--- src/rtl/key_conditioner.sv ---
// Button conditioner: 2-FF synchroniser, stable-count debouncer, press/release pulses and an
// optional hold-to-repeat generator enabled by defining KEY_CONDITIONER_AUTOREPEAT_EN.
module key_conditioner #(
  parameter int unsigned DEBOUNCE_CYCLES = 50000,
  parameter int unsigned REPEAT_DELAY    = 25000000,
  parameter int unsigned REPEAT_PERIOD   = 10000000
) (
  input  logic clk,
  input  logic async_reset,
  input  logic key_raw,
  output logic key_level,
  output logic key_press,
  output logic key_release,
  output logic key_event
);

  localparam int unsigned DB_W = $clog2(DEBOUNCE_CYCLES + 1);
  localparam logic [DB_W-1:0] DB_LAST = DB_W'(DEBOUNCE_CYCLES - 1);

  logic            sync1_q;
  logic            sync2_q;
  logic            level_q;
  logic            level_d;
  logic [DB_W-1:0] db_cnt_q;
  logic [DB_W-1:0] db_cnt_d;
  logic            press_q;
  logic            press_d;
  logic            release_q;
  logic            release_d;
  logic            event_q;

  // Debounce next-state; press/release are derived from the level change so they line up with it.
  always_comb begin
    level_d  = level_q;
    db_cnt_d = {DB_W{1'b0}};
    if (sync2_q != level_q) begin
      if (db_cnt_q == DB_LAST) begin
        level_d = sync2_q;
      end else begin
        db_cnt_d = db_cnt_q + DB_W'(1);
      end
    end else begin
      db_cnt_d = {DB_W{1'b0}};
    end
    press_d   = level_d & ~level_q;
    release_d = ~level_d & level_q;
  end

  always_ff @(posedge clk or negedge async_reset) begin
    if (!async_reset) begin
      sync1_q   <= 1'b0;
      sync2_q   <= 1'b0;
      level_q   <= 1'b0;
      db_cnt_q  <= {DB_W{1'b0}};
      press_q   <= 1'b0;
      release_q <= 1'b0;
    end else begin
      sync1_q   <= key_raw;
      sync2_q   <= sync1_q;
      level_q   <= level_d;
      db_cnt_q  <= db_cnt_d;
      press_q   <= press_d;
      release_q <= release_d;
    end
  end

`ifdef KEY_CONDITIONER_AUTOREPEAT_EN
  localparam int unsigned RPT_MAX = (REPEAT_DELAY > REPEAT_PERIOD) ? REPEAT_DELAY : REPEAT_PERIOD;
  localparam int unsigned RPT_W   = $clog2(RPT_MAX + 1);
  localparam logic [RPT_W-1:0] RPT_DELAY_V  = RPT_W'(REPEAT_DELAY);
  localparam logic [RPT_W-1:0] RPT_PERIOD_V = RPT_W'(REPEAT_PERIOD);

  typedef enum logic [1:0] {
    RELEASED    = 2'd0,
    HELD_DELAY  = 2'd1,
    HELD_REPEAT = 2'd2
  } rpt_state_e;

  rpt_state_e       state_q;
  logic [RPT_W-1:0] rpt_cnt_q;

  // Repeat FSM tracks the next-state level so the delay starts in the same cycle key_press shows.
  always_ff @(posedge clk or negedge async_reset) begin
    if (!async_reset) begin
      state_q   <= RELEASED;
      rpt_cnt_q <= {RPT_W{1'b0}};
      event_q   <= 1'b0;
    end else begin
      event_q <= press_d;
      case (state_q)
        RELEASED: begin
          if (press_d) begin
            state_q   <= HELD_DELAY;
            rpt_cnt_q <= RPT_W'(1);
          end
        end
        HELD_DELAY: begin
          if (!level_d) begin
            state_q   <= RELEASED;
            rpt_cnt_q <= {RPT_W{1'b0}};
          end else if (rpt_cnt_q == RPT_DELAY_V) begin
            event_q   <= 1'b1;
            state_q   <= HELD_REPEAT;
            rpt_cnt_q <= RPT_W'(1);
          end else begin
            rpt_cnt_q <= rpt_cnt_q + RPT_W'(1);
          end
        end
        HELD_REPEAT: begin
          if (!level_d) begin
            state_q   <= RELEASED;
            rpt_cnt_q <= {RPT_W{1'b0}};
          end else if (rpt_cnt_q == RPT_PERIOD_V) begin
            event_q   <= 1'b1;
            rpt_cnt_q <= RPT_W'(1);
          end else begin
            rpt_cnt_q <= rpt_cnt_q + RPT_W'(1);
          end
        end
        default: begin
          state_q   <= RELEASED;
          rpt_cnt_q <= {RPT_W{1'b0}};
        end
      endcase
    end
  end
`else
  // Without auto-repeat the event strobe is just the press pulse.
  always_ff @(posedge clk or negedge async_reset) begin
    if (!async_reset) begin
      event_q <= 1'b0;
    end else begin
      event_q <= press_d;
    end
  end
`endif

  assign key_level   = level_q;
  assign key_press   = press_q;
  assign key_release = release_q;
  assign key_event   = event_q;

endmodule

--- config.mk ---
export PLATFORM = sky130hd
export DESIGN_NAME = key_conditioner
export DESIGN_NICKNAME = d
export VERILOG_FILES = /design/src/rtl/key_conditioner.sv
export SDC_FILE = /design/constraint.sdc
export NUM_CORES = 1
export LEC_CHECK = 0
export CORE_MARGIN = 1.5
export CORE_UTILIZATION = 50
export CTS_CLUSTER_DIAMETER = 150
export CTS_CLUSTER_SIZE = 40
export DETAILED_ROUTE_END_ITERATION = 10
export PLACE_DENSITY = 0.77
export SYNTH_ARGS = -nofsm -noshare
export SYNTH_HDL_FRONTEND = slang
export SYNTH_SLANG_ARGS = --single-unit
--- constraint.sdc ---
create_clock -name clk -period 2.4 [get_ports clk]
set_input_delay 0.6 -clock clk [delete_from_list [all_inputs] [get_ports clk]]
set_output_delay 0.6 -clock clk [all_outputs]
set_load 0.02 [all_outputs]
Word level (Yosys, flattened, before mapping)
Cells that the tools add are included.
{ "op_classes": {"n_addsub": 1, "n_mul": 0, "div": 0, "n_lt_le_gt_ge": 0, "eq_ne": 2, "shift": 0, "n_mux": 4, "n_bitwise": 4, "n_reduce_logical": 0} }
{ "ops": {"columns": ["cell", "count"], "rows": [
  ["16-bit two-way mux", 2],
  ["16-bit by 1-bit adder with 16-bit output (second input constant)", 1],
  ["16-bit == test (second input constant)", 1],
  ["1-bit AND", 2],
  ["1-bit two-way mux", 2],
  ["1-bit inverter", 2],
  ["1-bit inequality test", 1]
]} }
{ "totals": {"regBits": 21, "latch_bits": 0, "ram_bits": 0, "mem_bits_ro": 0, "input_bits": 3, "out_inout_bits": 4, "word_cells": 17, "mem_count": 0} }

Longest topological paths before layout
Gate-level depths: netlist (run 1).
{ "depth": {"word_depth": 5, "ltp_mapped": 6, "ltp_nobuf": 5} }

Worst setup path before layout (run 1)
Ideal clock, no wire load.
{ "synth_timing": {"kind": "reg-to-reg", "start": "reg db_cnt_q[0]", "end": "reg level_q, in the netlist key_level", "setup_time_ps": 125, "arrival_ps": 1289, "required_time_ps": 2275, "setup_slack_ps": 986, "stages_incl_launch_ff": 5, "path_buffers": 0, "period_less_slack_ps": 1414, "path_cell_list": "dfrtp_1 -> ha_1 -> and3_1 -> nand4_2 -> mux2_4"} }
{ "synth_via": {"elab_chain_len": 3} }
{ "synth_lines": {"columns": ["element", "line", "text"], "rows": [
  ["start: declaration", "24", "logic [DB_W-1:0] db_cnt_q;"],
  ["start signal: assignment", "54", "db_cnt_q <= {DB_W{1'b0}};"],
  ["start signal: assignment", "61", "db_cnt_q <= db_cnt_d;"],
  ["16-bit == test", "37", "if (db_cnt_q == DB_LAST) begin"],
  ["1-bit two-way mux", "37", null],
  ["1-bit two-way mux", "36", "if (sync2_q != level_q) begin"],
  ["via level_d", "23", "logic level_d;"],
  ["end signal: assignment", "60", "level_q <= level_d;"],
  ["end: declaration", "22", "logic level_q;"]
]} }
The timed path passes the listed nets, and every way through them passes these cells.

Final worst setup path (run 1)
{ "layout_timing": {"start": "reg level_q, in the netlist key_level", "end": "out key_level"} }
{ "layout_rtl": {"columns": ["element", "line", "text"], "rows": [
  ["end: declaration", "11", "output logic key_level,"]
]} }
No word-level cell between the ends.

==> metrics.md, run 1 <==
| Metric | Value |
|---|---|
| Top delay family on crit path | buffers and inverters |
| Post-Route Skew | 4.43 ps |
| Highest-delay cell along the critical path | clkdlybuf4s50_1 |
| Reg clk slew, reported paths | 120 ps |
| Drt pass-1 iters | 4 |
| Num ports | 7 |
| CP Cell Sequence | clkdlybuf4s50_1 |
| CP bufs+invs | 1 |
| DRC | 0 |
| Total Die Area | 2390 um2 |
| Clk sinks | 21 |
| Final hold vios | 0 |
| Count leader, synth | dfrtp_1 |
| Status | completed |
| 1st-iter DRT viols | 7 |
| Async S/R FF share, synth | 100% |
| Final Setup Violations | 0 |
| Final non-filler cell total | 124 |
| Ys Warns | 0 |
| Share of the synthesized area in the top cell type | 49.9% |
| Post-synthesis sequential area ratio | 49.9% |
| Pin count of the biggest net entering global routing | 22 |
| Syn Nets | 92 |
| First-pass GRT wire length | 3.20 mm |
| Count of input and output buffers | 6 |
| Initial core utilization | 53.6% |
| Initial antenna violation count | 0 |
| Hold Buf Count CTS | 0 |
| Max Freq | 499 MHz |
| Post-synth EDFFs | 0 |
| Yosys reg bits | 21 |
| Antenna Cells | 0 |
| Yosys top cell by area | dfrtp_1 |
| Synth unique cells | 23 |
| Via count | 669 |
| Fraction of layout instances using a drive strength above 1 | 28.9% |
| Die W | 48.9 um |
| Critical path capture point type | primary output |
| Min Tclk post-route | 2010 ps |
| CTS buffer count | 3 |
| Dpl hpwl | 1.21 mm |
| Vias in the first global route | 695 |
| Syn avg cell area | 12.0 um2 |
| Setup_tns | 0 ps |
| GPL Wtd Cong | 0.730 |
| Relative slew slack | 76.9% |
| Placed cell areas | 1130 um2 |
| CTS root buffer | clkbuf_4 |
| Post-CTS sizing | 0 |
| Final Cell Area | 1150 um2 |
| H-tree Lvls | 1 |
| Most used DFF post-synth | dfrtp_1 |
| Worst setup SP type | flip-flop |
| Worst endpoint data arrival time | 1410 ps |
| Max Cap Viol | 0 |
| Worst-Margin Slew | 346 ps |
| Synth area leaders | dfrtp_1, xnor2_1, nor2_2, nor4_2, nor4b_2 |
| DRT antenna net count | 0 |
| Drt wl/cell | 14.0 um |
| Mapped Area | 1050 um2 |
| Layout Nets | 102 |
| P&R area growth vs syn | 9.63% |
| Synthesized netlist cell count | 88 |
| Synth cell count leaders | dfrtp_1, xnor2_1, nor2_2 |
| Cell Pwr Density | 487 nW/um2 |
| Min-delay worst type | reg -> reg |
| Post-CTS Setup Inserts | 0 |
| Dpl cells | 120 |
| Max incr delay on CP | 640 ps |
| Global Route Usage Sum | 17.8% |
| Slew Viols, Final | 0 |
| Setup Crit Path Kind | reg -> out |
| Area of the core | 1960 um2 |
| CTS tree | yes |
| Max Root-Sink Buffers | 2 |
| Leakage power | 0.000453 uW |
| Fin crit share | 83.6% |
| Worst-path fanout max | 5 |
| Clock latency on the worst-skew pair | 300 ps |
| Vias per cell | 5.40 |
| Wirelength, routed | 1.74 mm |
| Row count | 16 |
| Critical Path RT | 1800 ps |
| RSZ-0062 raised after global routing | no |
| Total gr overflow | 0 |
| VDD IR max | 0.000499 V |
| Die Y-Extent | 48.9 um |
==> cells by family after synthesis <==
group                      share of synthesized area [%]
buffers and inverters                               3.69
DFF                                                 49.9
and+or+nand+nor                                     31.3
xor gates and xnor gates                            12.5
adders and majority gates                           1.19
muxes                                               1.43
==> metal layers <==
layer  wire length, um  global-route usage, %  part of all wire, %
met5                 0                      0                    0
met4                21                   5.71                  1.2
met3                61                   5.83                  3.5
met2               880                   28.1                   51
met1               773                   23.2                   45
==> power breakdown <==
part	switching [uW]	internal, uW	leakage [uW]
clock	109	62.2	0.0000177
combinational	16.1	9.63	0.000149
sequential	5.31	359	0.000286
total	131	431	0.000453
==> layout make-up <==
| class | count | area, um2 |
|---|---|---|
| clock buffers | 3 | 22.5 |
| repair buffers | 7 | 67.6 |
| multi-input cells | 62 | 488 |
| well taps | 27 | 33.8 |
| flip-flops and latches | 21 | 526 |
| fillers | 184 | 808 |
| clock inverters | 1 | 5.00 |
| inverters | 3 | 11.3 |
==> sequential cells by signal, indices dropped and copies added, names as in the netlist <==
signal       count
key_release      1
sync1_q          1
sync2_q          1
key_event        1
key_level        1
db_cnt_q        16
==> final timing paths <==
check                                      startpoint                      to  slack [ps]  depth (start not counted)
worst min-delay path                sync1_q$_DFF_PN0_       sync2_q$_DFF_PN0_         360                          0
worst max register to register  db_cnt_q[4]$_DFF_PN0_   db_cnt_q[2]$_DFF_PN0_         830                          4
min in group asynchronous                 async_reset  db_cnt_q[11]$_DFF_PN0_         610                          2
worst max-delay path              key_level$_DFF_PN0_               key_level         390                          1
max in group asynchronous                 async_reset   db_cnt_q[9]$_DFF_PN0_        1570                          2
worst min register to register      sync1_q$_DFF_PN0_       sync2_q$_DFF_PN0_         360                          0
==> cell usage in the layout, fill, tap and decap left out, drive strengths merged, types with 4 or more instances in the layout <==
cell type,n
nand3,6
xnor2,12
clkdlybuf4s50,6
nor2,17
dfrtp,21
nand4,4
nor4,4
nor3,4
==> through the flow <==
| step | setup slack (ps) | utilization, % | total power [uW] | hold WS, ps |
|---|---|---|---|---|
| 2_1_floorplan | 986 | - | 387 | 304 |
| 5_1_grt | 346 | 58.8 | 589 | 379 |
| 6_report | 395 | 58.8 | 562 | 361 |
| 3_5_place_dp | 768 | 57.4 | 398 | 336 |
| 3_3_place_gp | 803 | 57.4 | 397 | 333 |
| 4_1_cts | 402 | 58.8 | 568 | 364 |
Note: power is estimated with default switching activity, not from simulation.
==> run 2, diff against run 1 <==
--- a/config.mk
+++ b/config.mk
@@ -10,7 +10,7 @@
 export CTS_CLUSTER_DIAMETER = 150
 export CTS_CLUSTER_SIZE = 40
 export DETAILED_ROUTE_END_ITERATION = 10
-export PLACE_DENSITY = 0.77
+export PLACE_DENSITY = 0.8
 export SYNTH_ARGS = -nofsm -noshare
 export SYNTH_HDL_FRONTEND = slang
 export SYNTH_SLANG_ARGS = --single-unit
==> constraint.sdc (replaced) <==
create_clock -name clk -period 1.8 [get_ports clk]
set_input_delay 0.45 -clock clk [delete_from_list [all_inputs] [get_ports clk]]
set_output_delay 0.45 -clock clk [all_outputs]
set_load 0.02 [all_outputs]
==> metrics.md, run 2 (synthesis results as in run 1) <==
| Metric | Value |
|---|---|
| Setup_tns | 0 ps (unchanged) |
| Pin count of the biggest net entering global routing | 22 (unchanged) |
| Highest-delay cell along the critical path | clkdlybuf4s50_1 |
| Max Freq | 573 MHz |
| Switching share of power | 23.1% (-0.17 points) |
| Reg clk slew, reported paths | 110 ps (about the same) |
| Critical Path RT | 1350 ps (-450 ps) |
| Slew Viols, Final | 0 (unchanged) |
| CTS root buffer | clkbuf_4 |
| Hold Buf Count CTS | 0 (unchanged) |
| Area of the core | 1960 um2 (unchanged) |
| First-pass GRT wire length | 3.31 mm (+3.5%) |
| Largest Register | db_cnt_q |
| Initial antenna violation count | 0 (unchanged) |
| Max Root-Sink Buffers | 2 (unchanged) |
| Dpl hpwl | 1.23 mm (+1.7%) |
| Top delay family on crit path | buffers and inverters |
| P&R area growth vs syn | 9.75% |
| Fin crit share | 96.9% |
| Num ports | 7 (unchanged) |
| Post-Route Skew | 1.65 ps (-2.78 ps) |
| VDD IR max | 0.000634 V (+27%) |
| Sw power | 172 uW (+32%) |
| CTS buffer count | 3 (unchanged) |
| Post-CTS Setup Inserts | 0 (unchanged) |
| Global Route Usage Sum | 18.4% (+0.55 points) |
| CP bufs+invs | 1 (unchanged) |
| Worst setup SP type | flip-flop |
| Critical path capture point type | primary output |
| Combinational power share | 4.6% (about the same) |
| Wirelength, routed | 1.76 mm (+1.6%) |
| 1st-iter DRT viols | 6 (-1) |
| CTS tree | yes |
| Min Tclk post-route | 1740 ps |
| GPL Wtd Cong | 0.708 (-2.9%) |
| Via count | 638 (-4.6%) |
| DRC | 0 (unchanged) |
| Clock latency on the worst-skew pair | 310 ps (about the same) |
| Max Cap Viol | 0 (unchanged) |
| RSZ-0062 raised after global routing | no |
| Post-CTS sizing | 1 (+1) |
| Min-delay worst type | reg -> reg |
| Vias per cell | 5.15 (-4.6%) |
| Cell Pwr Density | 647 nW/um2 (+33%) |
| Final Cell Area | 1150 um2 (+0.11%) |
| Worst-Margin Slew | 355 ps (+9.27 ps) |
| Drt wl/cell | 14.2 um (+1.6%) |
| Drt pass-1 iters | 3 (-1) |
| Placed cell areas | 1130 um2 (unchanged) |
| Die W | 48.9 um (unchanged) |
| Row count | 16 (unchanged) |
| H-tree Lvls | 1 (unchanged) |
| Max incr delay on CP | 610 ps (-30 ps) |
| Worst endpoint data arrival time | 1290 ps (-120 ps) |
| Die Y-Extent | 48.9 um (unchanged) |
| Final hold vios | 0 (unchanged) |
| Clock power share | 30.3% (-0.2 points) |
| CP Cell Sequence | clkdlybuf4s50_1 |
| Worst-path fanout max | 2 (-3) |
| Relative slew slack | 76.3% (-0.63 points) |
| Commonest non-fill, non-tap cell in the layout | dfrtp_1 |
| Final Setup Violations | 0 (unchanged) |
| Fraction of layout instances using a drive strength above 1 | 28.9% (unchanged) |
| Layout Nets | 102 (unchanged) |
| Leakage power | 0.000476 uW (+5.2%) |
| Total Die Area | 2390 um2 (unchanged) |
| Status | completed |
| Initial core utilization | 53.6% (unchanged) |
| Pint | 575 uW (+33%) |
| DRT antenna net count | 0 (unchanged) |
| Clk sinks | 21 (unchanged) |
| Count of input and output buffers | 6 (unchanged) |
| Antenna Cells | 0 (unchanged) |
| Total gr overflow | 0 (unchanged) |
| Commonest non-fill, non-tap cells in the layout | dfrtp_1, xnor2_1, nor2_2 |
| Max reg flops | 16 (unchanged) |
| Flop pwr share | 65.1% (+0.2 points) |
| Setup Crit Path Kind | reg -> out |
| Vias in the first global route | 670 (-3.6%) |
run 2: changes by cell type in the layout (fill, tap and decap cells not counted), sizes merged:
| cell | delta |
|---|---|
| clkdlybuf4s50 | -2 |
| dlygate4sd2 | +1 |
| dlymetal6s2s | +1 |
run 2: layer usage:
metal  routed length (um)  track usage, %  vias to the layer above  part of all wire [%]
li1                     -               -                      315                     -
met1                  847            25.6                      316                    48
met2                  837            26.7                        5                    47
met3                   63            6.75                        2                   3.6
met4                   15            5.24                        0                  0.85
met5                    0               0                        -                     0
run 2: area by class of cell:
| type | count | area, um2 |
|---|---|---|
| fillers | 189 | 807 |
| flip-flops and latches | 21 | 526 |
| multi-input cells | 62 | 488 |
| repair buffers | 7 | 68.8 |
| well taps | 27 | 33.8 |
| clock buffers | 3 | 22.5 |
| inverters | 3 | 11.3 |
| clock inverters | 1 | 5.00 |
run 2: final timing paths:
path                                        from                endpoint  slack, ps  cells after the start
min in group asynchronous            async_reset  db_cnt_q[11]$_DFF_PN0_        480                      2
setup reg to reg           db_cnt_q[0]$_DFF_PN0_   db_cnt_q[4]$_DFF_PN0_        240                      5
setup / recovery             key_event$_DFF_PN0_               key_press         60                      1
max in group asynchronous            async_reset     key_level$_DFF_PN0_       1110                      2
hold / removal                 sync1_q$_DFF_PN0_       sync2_q$_DFF_PN0_        370                      0
hold reg to reg                sync1_q$_DFF_PN0_       sync2_q$_DFF_PN0_        370                      0
run 2: power by group through the flow:
stage	clock, uW	combinational [uW]	sequential (uW)
global placement	0	35.4	495
finish	227	34.1	487
global route	261	39.4	488
CTS	232	35.4	487
detailed placement	0	34.9	496
floorplan	0	21.6	494
run 2: stage by stage:
| stage | worst slack, ps | utilization (%) | total power [uW] | hold slack, ps | cells |
|---|---|---|---|---|---|
| floorplan | 386 | - | 516 | 154 | 88 |
| detailed placement | 260 | 57.4 | 531 | 348 | 120 |
| global route | 4.42 | 58.9 | 788 | 392 | 124 |
| finish | 55.6 | 58.9 | 748 | 374 | 124 |
| CTS | 40.1 | 58.7 | 754 | 375 | 124 |
| global placement | 296 | 57.4 | 531 | 334 | 120 |
==> edit 1, RTL diff (config.mk and constraints of run 2) <==
`DEBOUNCE_CYCLES`: 50000 -> 25000.
--- a/src/rtl/key_conditioner.sv
+++ b/src/rtl/key_conditioner.sv
@@ -2,5 +2,5 @@
 // optional hold-to-repeat generator enabled by defining KEY_CONDITIONER_AUTOREPEAT_EN.
 module key_conditioner #(
-  parameter int unsigned DEBOUNCE_CYCLES = 50000,
+  parameter int unsigned DEBOUNCE_CYCLES = 25000,
   parameter int unsigned REPEAT_DELAY    = 25000000,
   parameter int unsigned REPEAT_PERIOD   = 10000000
Formal check against the unedited RTL: no difference found for any inputs over 10 cycles, from zero or initial values and one cycle with async_reset low; that may be too few to reach the edited logic, so the function may still have changed.
==> edit 1 against run 2 <==
  * The flow now finishes with violations (setup timing)
  * Area after synthesis fell by 13%
  * Sequential cell count fell by 1
  * Wire length fell by 0.51%
  * Non-clock buffer count rose by 13
  * Worst setup slack got worse by 0.18 ns
  * Total power rose by 2.4%
  * Final area fell by 0.98%
  * Largest cell class unchanged
==> edit 1: results <==
[drt]
wirelength_um = 1760
drtPass1Iterations = 4
met1_length_um = 859
routed-wl-met2_um = 807
drt_iter0_drc = 13
wl_met3_um = 55

[final_layout]
area_delta_synth_final_pct = 25.0
largest_reg_flops = 15
final-seq-area_sq_um = 500
n_fill_cell = 124
n_all_buffers = 20
fin_cells = 130
num-multi-input-gates = 59
layout.nets = 110
multi_input_area_share_pct = 35.3

[place]
place_hpwl_um = 1170
gp_congestion = 0.754

[yosys]
yosys_register_bits = 20
synth_xor_area_share_pct = 13.4
synthAdderAreaFrac_pct = 1.37
synth_area_leaders = dfrtp_1, xnor2_1, nor2_1
syn_inst = 83

[timing]
fin_hold_ws_ns = 0.363
setup_ws_ns = -0.124
final.setup.tns_ns = -1.77
clock-skew-final_ns = 0.00572
setup_violations = 16
slew_headroom_pct = 53.1

[grt]
use_met1_pct = 27.2
grt_pass1_wl_um = 2820
track_usage_pct = 19.1

[outcome]
violations = setup timing
status = complete, but fails checks

[floorplan]
taps = 25

[critical_path]
timing.rr.end = db_cnt_q[12]
critical_path.top_delay_family = simple AND/OR/NAND/NOR gates
worstPathArrival_ns = 2.13
slowest_delay_ns = 0.58

[power_and_ir_drop]
power_leakage_nw = 0.497
## edit 1: changes by cell type in the layout (fill, tap and decap cells not counted), sizes merged, moves of 2 or more
cell	change
buf	+13
xnor2	-2
nor2	-2
nor4b	-2
nor4	-2
or4b	+2
## edit 1: repair_timing
action / CTS / global route
endpoints found under the setup margin: 17 / 18
resized for setup: 2 / 0
gates cloned: 1 / 0
buffers inserted: 3 / 0
## edit 1: worst max-delay path by stage
stage | from | cells past startpoint | to | slack (ns)
3_3_place_gp | db_cnt_q[6] | 3 | key_level | -0.06
2_1_floorplan | db_cnt_q[3] | 3 | key_level | -0.09
4_1_cts | db_cnt_q[6] | 3 | key_level | -0.10
5_1_grt | db_cnt_q[3] | 5 | db_cnt_q[5] | -0.16
6_report | db_cnt_q[6] | 5 | db_cnt_q[12] | -0.12
3_5_place_dp | db_cnt_q[6] | 3 | key_level | -0.11
## edit 1: power breakdown
part	internal (mW)	switching, mW
combinational	0.0177	0.0244
clock	0.124	0.137
sequential	0.457	0.00646
==> edit 2, RTL diff (flow settings as in run 2) <==
Made on the original files. Add an input register stage for `key_raw`, without a reset; this delays it by one clock.
--- a/src/rtl/key_conditioner.sv
+++ b/src/rtl/key_conditioner.sv
@@ -17,4 +17,10 @@
   localparam int unsigned DB_W = $clog2(DEBOUNCE_CYCLES + 1);
   localparam logic [DB_W-1:0] DB_LAST = DB_W'(DEBOUNCE_CYCLES - 1);
+
+  logic key_raw_q;
+
+  always_ff @(posedge clk) begin
+    key_raw_q <= key_raw;
+  end
 
   logic            sync1_q;
@@ -56,5 +62,5 @@
       release_q <= 1'b0;
     end else begin
-      sync1_q   <= key_raw;
+      sync1_q   <= key_raw_q;
       sync2_q   <= sync1_q;
       level_q   <= level_d;
Check against the original RTL: same outputs for any inputs over 10 cycles, from zero or initial values and one cycle with async_reset low; that may be too few to reach the edited logic, so the function may still have changed.
==> edit 2 against run 2 <==
  * Worst hold slack got worse by 0.029 ns
  * Die area down 4.9%
  * Area after synthesis decreased by 5.2%
  * Sequential cell count rose by 1
  * Total power up 23%
  * Worst setup slack better by 0.016 ns
  * Largest power group unchanged
  * Core utilization grew 4.3 points
  * First-iteration DRC count grew 83%
  * Wire length fell by 1.1%
  * Final area is 1.5% lower
==> edit 2: results <==
[yosys]
synthesis.nets = 94
synth_area_leaders = dfrtp_1, xnor2_1, nor2_1
synth-seq-area-share_pct = 54.7
synth_common_cells = dfrtp_1, nor2_1, xnor2_1, nand3_1, nor3_1
syn_inst = 90
ys.flop_type = dfrtp_1
async_flop_share_pct = 95.5
synth_cell_types = 28

[place]
gp_congestion = 0.786
place_hpwl_um = 1180
io_buffers = 6

[critical_path]
r2r_slack_ns = 0.09
slowest_stage = clkdlybuf4s50_1
worstPathArrival_ns = 1.28
critPathMaxFanout = 2
slowest_delay_ns = 0.60

[drt]
via_count = 666
drt_iter0_drc = 11
drtPass1Iterations = 4
wirelength_um = 1740
via_per_inst = 5.37
drtAntennaViolNets = 0

[timing]
fin_hold_ws_ns = 0.345
tightest_slew_ns = 0.358
clock-skew-final_ns = 0.00523

[clock_network]
clkTransAtPathRegs_ns = 0.12
cts-root-buf = clkbuf_4
cts_buffers = 3
clock_path_buffers = 2

[final_layout]
layout.nets = 104
drive_above_1_share_pct = 9.09

[grt]
grt_antenna_before_repair = 0
grt_pass1_wl_um = 2840
first_global_vias = 601
track_usage_pct = 18.4
grt_max_degree = 22

[power_and_ir_drop]
power_leakage_nw = 0.474
max-vdd-ir-drop_mv = 0.445

[outcome]
status = complete, no violations
-- edit 2: cell count changes in the layout (fill, tap and decap cells not counted), moves of 2 or more --
cell | run 2 | this run
nor2_1 | 6 | 16
nor4_1 | 0 | 3
nor4b_2 | 2 | 0
nor2_2 | 11 | 0
nor4_2 | 4 | 0
nor4bb_1 | 0 | 2
-- edit 2: final cells by class --
cell class,count,area (sq um)
inverters,4,15.0
clock inverters,1,30.0
fillers,153,664
repair buffers,7,68.8
clock buffers,3,22.5
multi-input cells,62,424
flip-flops and latches,22,546
well taps,25,31.3
-- edit 2: routing by layer --
| metal | track usage [%] | wire [um] | vias up |
|---|---|---|---|
| met3 | 3.40 | 50 | 4 |
| met2 | 27.6 | 810 | 12 |
| met5 | 0 | 0 | - |
| met1 | 26.2 | 853 | 323 |
| li1 | - | - | 327 |
| met4 | 8.11 | 29 | 0 |
-- edit 2: kinds of logic (layout without fill, tap and decap cells) --
family                     Yosys count  after routing  synth area share, %
adders and majority gates            1              1                 1.25
xor gates and xnor gates            14             14                 12.3
AOI/OAI and AO/OA                    2              2                 1.25
buffers and inverters                6             15                 2.76
and+or+nand+nor                     44             44                 26.6
muxes                                1              1                 1.13
DFF                                 22             22                 54.7
-- edit 2: final timing paths --
check                       startpoint            to  cells after the start
setup reg to reg           db_cnt_q[7]     key_level                      3
hold / removal               key_raw_q       sync1_q                      0
hold reg to reg              key_raw_q       sync1_q                      0
min in group asynchronous  async_reset   db_cnt_q[4]                      2
setup / recovery             key_event     key_press                      1
max in group asynchronous  async_reset  db_cnt_q[11]                      2
-- edit 2: power breakdown --
| group | internal [mW] | switching (mW) |
|---|---|---|
| sequential | 0.503 | 0.00758 |
| clock | 0.225 | 0.151 |
| combinational | 0.0120 | 0.0186 |
| total | 0.740 | 0.177 |
-- edit 2: per-stage QoR --
stage               util [%]  power, mW  cell area (sq um)  setup slack (ns)
detailed placement      60.1      0.551               1080             0.160
global placement        60.1      0.550               1080             0.215
floorplan                  -      0.532                997             0.270
global route            63.1      0.954               1140           0.00667
finish                  63.1      0.917               1140            0.0717
CTS                     63.0      0.927               1130            0.0369
-- edit 2: timing repair --
action | CTS | global route
cloned | 0 | 0
hold buffers | 0 | 0
setup endpoints to repair | 1 | 1
gates resized for setup | 1 | 1
